$ cat src/rtl/msx_io_bus_router.sv
`default_nettype none
// ============================================================================
// msx_io_bus_router : MSX slot I/O request router to four port-window devices
// Optional handshake timeout: define IO_ROUTER_TIMEOUT_EN.  Revision: 1.0
// ============================================================================
module msx_io_bus_router #(
  parameter logic [7:0] DEV0_BASE = 8'h88,
  parameter logic [7:0] DEV0_MASK = 8'hFC,
  parameter logic [7:0] DEV1_BASE = 8'h10,
  parameter logic [7:0] DEV1_MASK = 8'hFE,
  parameter logic [7:0] DEV2_BASE = 8'h00,
  parameter logic [7:0] DEV2_MASK = 8'h00,
  parameter logic [7:0] DEV3_BASE = 8'h00,
  parameter logic [7:0] DEV3_MASK = 8'h00,
  parameter int         TIMEOUT   = 64
) (
  input  logic        clk42m,
  input  logic        reset_n,
  input  logic        bus_memreq,
  input  logic        bus_ioreq,
  input  logic [15:0] bus_address,
  input  logic        bus_write,
  input  logic        bus_valid,
  output logic        bus_ready,
  input  logic [7:0]  bus_wdata,
  output logic [7:0]  bus_rdata,
  output logic        bus_rdata_en,
  output logic [7:0]  dev_address,
  output logic        dev_write,
  output logic [7:0]  dev_wdata,
  output logic [3:0]  dev_valid,
  input  logic [3:0]  dev_ready,
  input  logic [31:0] dev_rdata,
  input  logic [3:0]  dev_rdata_en,
  output logic        err_timeout
);

  typedef enum logic [1:0] {
    S_IDLE    = 2'd0,
    S_ACCESS  = 2'd1,
    S_WAIT_RD = 2'd2,
    S_LOCAL   = 2'd3
  } state_t;

  state_t      r_state;
  state_t      w_next;
  logic        r_ready;
  logic [1:0]  r_sel;
  logic [7:0]  r_addr;
  logic        r_write;
  logic [7:0]  r_wdata;
  logic [7:0]  r_rdata;
  logic        r_rdata_en;
  logic        r_err;
  logic [3:0]  w_hits;
  logic        w_hit;
  logic [1:0]  w_hit_idx;
  logic        w_accept;
  logic        w_dev_ack;
  logic        w_timeout;
  logic        w_unused;

  assign w_hits[0] = bus_ioreq & (DEV0_MASK != 8'h00) &
                     ((bus_address[7:0] & DEV0_MASK) == (DEV0_BASE & DEV0_MASK));
  assign w_hits[1] = bus_ioreq & (DEV1_MASK != 8'h00) &
                     ((bus_address[7:0] & DEV1_MASK) == (DEV1_BASE & DEV1_MASK));
  assign w_hits[2] = bus_ioreq & (DEV2_MASK != 8'h00) &
                     ((bus_address[7:0] & DEV2_MASK) == (DEV2_BASE & DEV2_MASK));
  assign w_hits[3] = bus_ioreq & (DEV3_MASK != 8'h00) &
                     ((bus_address[7:0] & DEV3_MASK) == (DEV3_BASE & DEV3_MASK));

  assign w_hit     = (|w_hits) & ~bus_memreq;
  assign w_hit_idx = w_hits[0] ? 2'd0 : w_hits[1] ? 2'd1 : w_hits[2] ? 2'd2 : 2'd3;
  assign w_accept  = bus_valid & r_ready;

  // The event being waited for depends only on the state; other devices are ignored.
  assign w_dev_ack = (r_state == S_ACCESS) ? dev_ready[r_sel] : dev_rdata_en[r_sel];

`ifdef IO_ROUTER_TIMEOUT_EN
  logic [7:0] r_cnt;

  always_ff @(posedge clk42m) begin
    if (!reset_n)               r_cnt <= 8'd0;
    else if (w_next != r_state) r_cnt <= 8'd0;
    else                        r_cnt <= r_cnt + 8'd1;
  end

  assign w_timeout = ((r_state == S_ACCESS) || (r_state == S_WAIT_RD)) &&
                     !w_dev_ack && (r_cnt == 8'(TIMEOUT - 1));
  assign w_unused  = ^bus_address[15:8];
`else
  assign w_timeout = 1'b0;
  assign w_unused  = (^bus_address[15:8]) ^ (TIMEOUT > 1);
`endif

  always_ff @(posedge clk42m) begin
    if (!reset_n) r_state <= S_IDLE;
    else          r_state <= w_next;
  end

  always_comb begin
    w_next = r_state;
    case (r_state)
      S_IDLE:    if (w_accept) w_next = w_hit ? S_ACCESS : S_LOCAL;
      S_ACCESS:  if (w_dev_ack) w_next = r_write ? S_IDLE : S_WAIT_RD;
                 else if (w_timeout) w_next = S_IDLE;
      S_WAIT_RD: if (w_dev_ack || w_timeout) w_next = S_IDLE;
      default:   w_next = S_IDLE;
    endcase
  end

  // Response strobes are registered so they land in the cycle after the decision.
  always_ff @(posedge clk42m) begin
    if (!reset_n) begin
      r_ready    <= 1'b0;
      r_sel      <= 2'd0;
      r_addr     <= 8'h00;
      r_write    <= 1'b0;
      r_wdata    <= 8'h00;
      r_rdata    <= 8'h00;
      r_rdata_en <= 1'b0;
      r_err      <= 1'b0;
    end else begin
      r_ready    <= (w_next == S_IDLE);
      r_rdata_en <= 1'b0;
      r_err      <= 1'b0;
      if (w_accept) begin
        r_addr  <= bus_address[7:0];
        r_write <= bus_write;
        r_wdata <= bus_wdata;
        r_sel   <= w_hit_idx;
        if (!w_hit && !bus_write) begin
          r_rdata    <= 8'hFF;
          r_rdata_en <= 1'b1;
        end
      end
      if ((r_state == S_WAIT_RD) && w_dev_ack) begin
        r_rdata    <= dev_rdata[{r_sel, 3'b000} +: 8];
        r_rdata_en <= 1'b1;
      end
      if (w_timeout) begin
        r_err <= 1'b1;
        if (!r_write) begin
          r_rdata    <= 8'hFF;
          r_rdata_en <= 1'b1;
        end
      end
    end
  end

  assign bus_ready    = r_ready;
  assign bus_rdata    = r_rdata;
  assign bus_rdata_en = r_rdata_en;
  assign dev_address  = r_addr;
  assign dev_write    = r_write;
  assign dev_wdata    = r_wdata;
  assign dev_valid    = (r_state == S_ACCESS) ? (4'b0001 << r_sel) : 4'b0000;
  assign err_timeout  = r_err;

endmodule
`default_nettype wire

$ cat config.mk
export PLATFORM = sky130hd
export DESIGN_NAME = msx_io_bus_router
export DESIGN_NICKNAME = d
export VERILOG_FILES = /design/src/rtl/msx_io_bus_router.sv
export SDC_FILE = /design/constraint.sdc
export NUM_CORES = 1
export LEC_CHECK = 0
export ABC_AREA = 1
export CORE_MARGIN = 2
export CORE_UTILIZATION = 40
export CTS_CLUSTER_SIZE = 30
export DETAILED_ROUTE_END_ITERATION = 8
export PLACE_DENSITY = 0.85
export SYNTH_ARGS = -nofsm -noshare
export SYNTH_HDL_FRONTEND = slang
export SYNTH_SLANG_ARGS = --single-unit
$ cat constraint.sdc
create_clock -name clk42m -period 4.1 [get_ports clk42m]
set_clock_uncertainty 0.2 [all_clocks]
set_input_delay 0.82 -clock clk42m [delete_from_list [all_inputs] [get_ports clk42m]]
set_output_delay 0.82 -clock clk42m [all_outputs]
set_load 0.02 [all_outputs]
; ---- Word level (Yosys, flattened, before mapping)
; Index checks and enable logic that the tools add are counted.
[word_totals]
output_inout_bits = 32
word_cells = 50
input_bits = 70
register_bits = 31
[classes]
n_shift = 2
n_reduce_logical = 10
bitwise = 5
n_mux = 20
magnitude_cmp = 1
eq_ne = 4
[op_table]
columns = op, count
row1 = $shiftx A32 B6 Y8, 1
row2 = $mux W8, 3
row3 = $mux W2, 7
row4 = $eq A7 B4 Y1 const B, 1
row5 = $eq A6 B6 Y1 const B, 1
row6 = $mux W1, 6
row7 = $pmux W2 S3, 1
row8 = $and A1 B1 Y1, 4
row9 = $bmux W1 S2, 2
row10 = $logic_not A2 Y1, 2
row11 = $mux W4, 1
row12 = $reduce_bool A2 Y1, 2
row13 = $shl A1 B2 Y4 const A, 1
row14 = $lt A2 B3 Y1 const B, 1
row15 = $eq A2 B1 Y1 const B, 1
row16 = $eq A2 B2 Y1 const B, 1
row17 = $logic_and A1 B1 Y1, 2
row18 = $logic_not A1 Y1, 2
row19 = $reduce_and A2 Y1, 1
row20 = $reduce_or A2 Y1, 1
row21 = $not A1 Y1, 1

; ---- Logic depth before layout (Yosys ltp)
; Gate-level depths: netlist of the first run.
[depth]
word_depth = 9
depth_mapped = 11

; ---- Least setup slack after synthesis of the first run
; No wires, ideal clock.
[synth_timing]
path_kind = register to output
start = register r_sel[0]
end = output dev_valid[1]
t_required_ns = 3.080
t_arrival_ns = 1.021
path_stages_with_launch = 4
path_buffers = 1
setup_slack_ns = 2.059
path_cell_list = dfxtp_1 > buf_6 > inv_8 > nor3_1
[synth_between]
elab_chain_len = 2
[synth_rtl]
columns = item, line
row1 = start: declaration, 48  ; logic [1:0] r_sel;
row2 = start signal: assignment, 131  ; r_sel <= w_hit_idx;
row3 = $shl A1 B2 Y4, 157  ; assign dev_valid = (r_state == S_ACCESS) ? (4'b0001 << r_sel) : 4'b0000;
row4 = $mux W4, 157
row5 = end: declaration, 31  ; output logic [3:0] dev_valid,
; No other way between the ends.

; ---- Worst setup path after layout of the first run
; Ends and elaborated chain as after synthesis.

==> results of run 1 <==
==> through the flow <==
step                worst slack, ps  total power [mW]  hold slack, ps  utilization  instance area, um^2
finish                         1190             0.941             286        0.670                 2720
detailed placement             1100             0.720             278        0.650                 2640
global placement               1060             0.714             261        0.650                 2640
CTS                            1180             0.948             291        0.670                 2720
floorplan                      2060             0.566             329            -                 1700
global route                   1080              1.01             319        0.670                 2720
==> registers in the layout (all words and copies together), names as in the netlist <==
register / flops
r_state: 2
bus_ready: 1
dev_wdata: 8
bus_rdata_en: 1
dev_address: 8
dev_write: 1
bus_rdata: 8
r_sel: 2
==> power breakdown <==
part / switching, mW / internal [mW]
clock: 0.110 / 0.119
sequential: 0.0295 / 0.341
combinational: 0.178 / 0.165
==> cells by family after synthesis <==
family	after synthesis
other	1
buffers and inverters	50
and+or+nand+nor	165
AOI/OAI and AO/OA	31
DFF	31
==> worst min-delay path by stage <==
stage,slack (ps),cells after the start,to
floorplan,330,2,r_state[0]
global placement,260,2,dev_wdata[2]
detailed placement,280,2,dev_wdata[2]
CTS,290,2,dev_wdata[5]
global route,320,2,dev_wdata[2]
finish,290,2,dev_wdata[2]
==> cells in the mapped netlist <==
cell type   n  share of area
conb_1      1         0.0022
buf_6       2          0.013
buf_2       3         0.0088
a21oi_2     1         0.0051
inv_2       2         0.0044
a21oi_1    11          0.032
inv_1      37          0.082
buf_4       1         0.0044
inv_8       1         0.0066
nor2_2      1         0.0037
nand3_1    18          0.053
nor2_1     36          0.079
nand2_2     5          0.018
nor2_4      3          0.020
nand4_1     1         0.0037
nor3_1      3         0.0088
nand2_4     2          0.013
o21ai_0    19          0.056
clkinv_1    1         0.0022
clkbuf_1    3         0.0066
dfxtp_1    31           0.36
nand2_1    96           0.21
==> worst max-delay path, stage by stage, from the launching register on <==
cell and delay (ps):
dfxtp_1 690, inv_8 80, nor3_1 200, clkdlybuf4s50_1 630
==> routing by layer <==
| layer | share of wire | routed length [um] | global-route usage | up-vias |
|---|---|---|---|---|
| met1 | 0.45 | 2070 | 0.234 | 826 |
| li1 | - | - | - | 1022 |
| met3 | 0.10 | 483 | 0.0843 | 6 |
| met5 | 0 | 0 | 0 | - |
| met2 | 0.44 | 2010 | 0.327 | 88 |
| met4 | 0.011 | 52 | 0.0719 | 0 |
==> layout make-up <==
| cell class | instances | area [um^2] | share of cell area |
|---|---|---|---|
| flip-flops and latches | 31 | 621 | 0.228 |
| clock inverters | 1 | 5.00 | 0.00184 |
| repair buffers | 93 | 928 | 0.342 |
| inverters | 41 | 161 | 0.0594 |
| multi-input cells | 197 | 863 | 0.318 |
| well taps | 50 | 62.6 | 0.0230 |
| clock buffers | 7 | 76.3 | 0.0281 |
==> flow_metrics.env, run 1 <==
export IMPL_wirelength_um=4620
export IMPL_cp_end_kind="primary output"
export IMPL_grt_pass1_vias=1780
export IMPL_final_cell_mix="nand2_1 (96), clkdlybuf4s50_1 (92), inv_1 (37), nor2_1 (36), dfxtp_1 (31)"
export IMPL_drive_gt1_frac=0.0595
export IMPL_num_antenna_cells=0
export IMPL_tightest_slew_ps=619
export IMPL_hold_buffers=0
export IMPL_dp_cells=412
export IMPL_globalplace_congestion=0.804
export IMPL_synthSimpleGateAreaFrac=0.412
export IMPL_cts_root_buffer="clkbuf_8"
export IMPL_post_cts_setup_buffers=0
export IMPL_fin_crit_sh=0.709
export IMPL_dp_hpwl_um=3630
export IMPL_slew_viol_final=0
export IMPL_fin_cells=420
export IMPL_num_vias=1942
export IMPL_ir_drop_v=0.000317
export IMPL_htree_levels=2
export IMPL_netlist_area_mm2=0.00170
export IMPL_grt_max_degree=28
export IMPL_worstRegToRegCells=7
export IMPL_grt_pass1_wl_um=7840
export IMPL_core_mm2=0.00406
export IMPL_leakage_nw=1.32
export IMPL_status="finished, final reports clean"
export IMPL_cp_data_required_time_ps=3080
export IMPL_synth_top_family_by_area="simple AND/OR/NAND/NOR gates"
export IMPL_ant_nets=0
export IMPL_row_count=23
export IMPL_setup_viol=0
export IMPL_clkTransAtPathRegs_ps=60
export IMPL_drc=0
export IMPL_cts_sinks=31
export IMPL_avgSynthCellArea_um2=6.12
export IMPL_die_area_mm2=0.00479
export IMPL_grt_use_total=0.200
export IMPL_maxCapViolations=0
export IMPL_fmax_ghz=0.344
export IMPL_grt_ovfl_total=0
export IMPL_r2r_end="bus_ready"
export IMPL_synth_mux_area_fraction=0
export IMPL_final_setup_tns_ps=0
export IMPL_yosysSeqAreaShare=0.365
export IMPL_cts_resized=0
export IMPL_cts_tree="done"
export IMPL_first_iter_violations=48
export IMPL_portBuffers=92
export IMPL_drtPass1Iterations=5
export IMPL_nets=439
export IMPL_yosysWarnings=0
export IMPL_synthAdderAreaFrac=0
export IMPL_endpoint="dev_valid[1]"
export IMPL_holdCritPathClass="flip-flop to flip-flop"
export IMPL_yosys_register_bits=31
export IMPL_finalHoldViolations=0
export IMPL_die_w_um=69.2
export IMPL_io_pins=102
export IMPL_cts_buffers=5
export IMPL_powerDensity_mw_per_mm2=346
export IMPL_crit_type="flip-flop to primary output"
export IMPL_clockBufferDepth=2
export IMPL_ys_types=22
export IMPL_finalCriticalPeriod_ps=2910
export IMPL_area_growth_pct=59.7
export IMPL_n_fill_cell=380
export IMPL_arrival_ps=1890
export IMPL_final_common_cell="nand2_1"
export IMPL_r2r_slack_ps=2020
export IMPL_slew_headroom=0.585
export IMPL_viasPerCell=4.62
export IMPL_crit_path_start_kind="flip-flop"
export IMPL_synth_cells=278
export IMPL_r2r_start="bus_ready"
export IMPL_die_h_um=69.2
export IMPL_hold_start="dev_wdata[2]"
export IMPL_start_util=0.419
export IMPL_syn_num_nets=348
export IMPL_synth_compound_area_frac=0.0934
export IMPL_path_max_fanout=10
export IMPL_rsz0062_at_grt="no"
export IMPL_synth_xor_area_share=0
export IMPL_antenna_found_initial=0
export IMPL_wire_per_inst_um=11.0
export IMPL_crit_start="r_sel[0]"
export IMPL_clock_latency_ps=280
Power figures use the tool's default switching activity.
==> run 2, diff against run 1 <==
- CORE_UTILIZATION: 40 -> 37
- PLACE_DENSITY: 0.85 -> 0.8
- clock period: 4.1 -> 2.75 ns (I/O delays scaled with it)
==> flow_metrics.env, run 2 (synthesis results as in run 1) <==
export IMPL_num_antenna_cells=0
export IMPL_die_area_mm2=0.00516
export IMPL_num_vias=1879
export IMPL_io_pins=102
export IMPL_slew_viol_final=0
export IMPL_start_util=0.388
export IMPL_powerDensity_mw_per_mm2=509
export IMPL_leakage_nw=1.33
export IMPL_cts_resized=0
export IMPL_fin_crit_sh=0.958
export IMPL_grt_use_total=0.192
export IMPL_clockBufferDepth=2
export IMPL_grt_pass1_vias=1828
export IMPL_setup_viol=0
export IMPL_slew_headroom=0.622
export IMPL_cts_sinks=31
export IMPL_cp_end_kind="primary output"
export IMPL_crit_path_start_kind="flip-flop"
export IMPL_ir_drop_v=0.000349
export IMPL_hold_buffers=0
export IMPL_drtPass1Iterations=4
export IMPL_path_max_fanout=10
export IMPL_cts_root_buffer="clkbuf_8"
export IMPL_holdCritPathClass="flip-flop to flip-flop"
export IMPL_core_mm2=0.00438
export IMPL_clkTransAtPathRegs_ps=60
export IMPL_viasPerCell=4.44
export IMPL_wire_per_inst_um=11.1
export IMPL_globalplace_congestion=0.816
export IMPL_die_w_um=71.8
export IMPL_clock_latency_ps=280
export IMPL_finalHoldViolations=0
export IMPL_final_setup_tns_ps=0
export IMPL_maxCapViolations=0
export IMPL_grt_pass1_wl_um=7820
export IMPL_final_common_cell="nand2_1"
export IMPL_nets=442
export IMPL_wirelength_um=4710
export IMPL_area_growth_pct=60.7
export IMPL_grt_ovfl_total=0
export IMPL_drc=0
export IMPL_finalCriticalPeriod_ps=2630
export IMPL_row_count=24
export IMPL_die_h_um=71.8
export IMPL_fmax_ghz=0.380
export IMPL_cp_data_required_time_ps=2000
export IMPL_tightest_slew_ps=565
export IMPL_status="finished, final reports clean"
export IMPL_arrival_ps=1880
export IMPL_grt_max_degree=16
export IMPL_crit_type="flip-flop to primary output"
export IMPL_first_iter_violations=34
export IMPL_htree_levels=2
export IMPL_post_cts_setup_buffers=0
export IMPL_rsz0062_at_grt="no"
export IMPL_antenna_found_initial=0
export IMPL_ant_nets=0
export IMPL_final_cell_mix="nand2_1 (96), clkdlybuf4s50_1 (92), inv_1 (37), nor2_1 (36), dfxtp_1 (31)"
export IMPL_whs_ps=281
export IMPL_dp_hpwl_um=3750
export IMPL_cts_tree="done"
export IMPL_cts_buffers=5
export IMPL_drive_gt1_frac=0.0647
export IMPL_portBuffers=92
[run 2: worst paths after layout]
kind	cells after the start	slack (ps)	start	to
max	3	120	r_sel[0]	dev_valid[1]
min	2	280	dev_wdata[5]	dev_wdata[5]
max reg2reg	10	1030	r_sel[0]	bus_rdata[4]
min reg2reg	2	280	dev_wdata[5]	dev_wdata[5]
[run 2: critical path, stage by stage, from the launching register on]
cell	delay (ps)
dfxtp_1	680
inv_8	80
nor3_1	220
clkdlybuf4s50_1	630
[run 2: cell type report]
class                      count  area, um^2
clock buffer                   6        72.6
multi-input combinational    197         863
inverter                      41         161
tap                           52        65.1
timing repair buffer          96         951
sequential                    31         621
fill                         425        1650
[run 2: per-stage QoR]
stage	setup WS [ps]	instance area, um^2	power, mW	util	std cells
3_5_place_dp	409	2660	1.08	0.607	417
3_3_place_gp	439	2660	1.07	0.607	417
2_1_floorplan	979	1700	0.844	-	278
6_report	117	2730	1.39	0.624	423
5_1_grt	14.0	2730	1.49	0.624	423
4_1_cts	96.8	2730	1.41	0.624	423
[run 2: where the power goes]
group          switching, mW  leakage, nW  total (mW)  internal [mW]
Sequential            0.0405        0.254       0.548          0.508
Clock                  0.154       0.0371       0.323          0.168
Combinational          0.268         1.03       0.519          0.251
Total                  0.463         1.33        1.39          0.927
[run 2: layer usage]
| metal | part of all wire | wire length (um) | track usage | vias to the layer above |
|---|---|---|---|---|
| met5 | 0 | 0 | 0 | - |
| met4 | 0.0045 | 21 | 0.0608 | 0 |
| met3 | 0.11 | 517 | 0.0703 | 2 |
| met2 | 0.44 | 2080 | 0.336 | 77 |
| met1 | 0.44 | 2090 | 0.216 | 773 |
| li1 | - | - | - | 1027 |
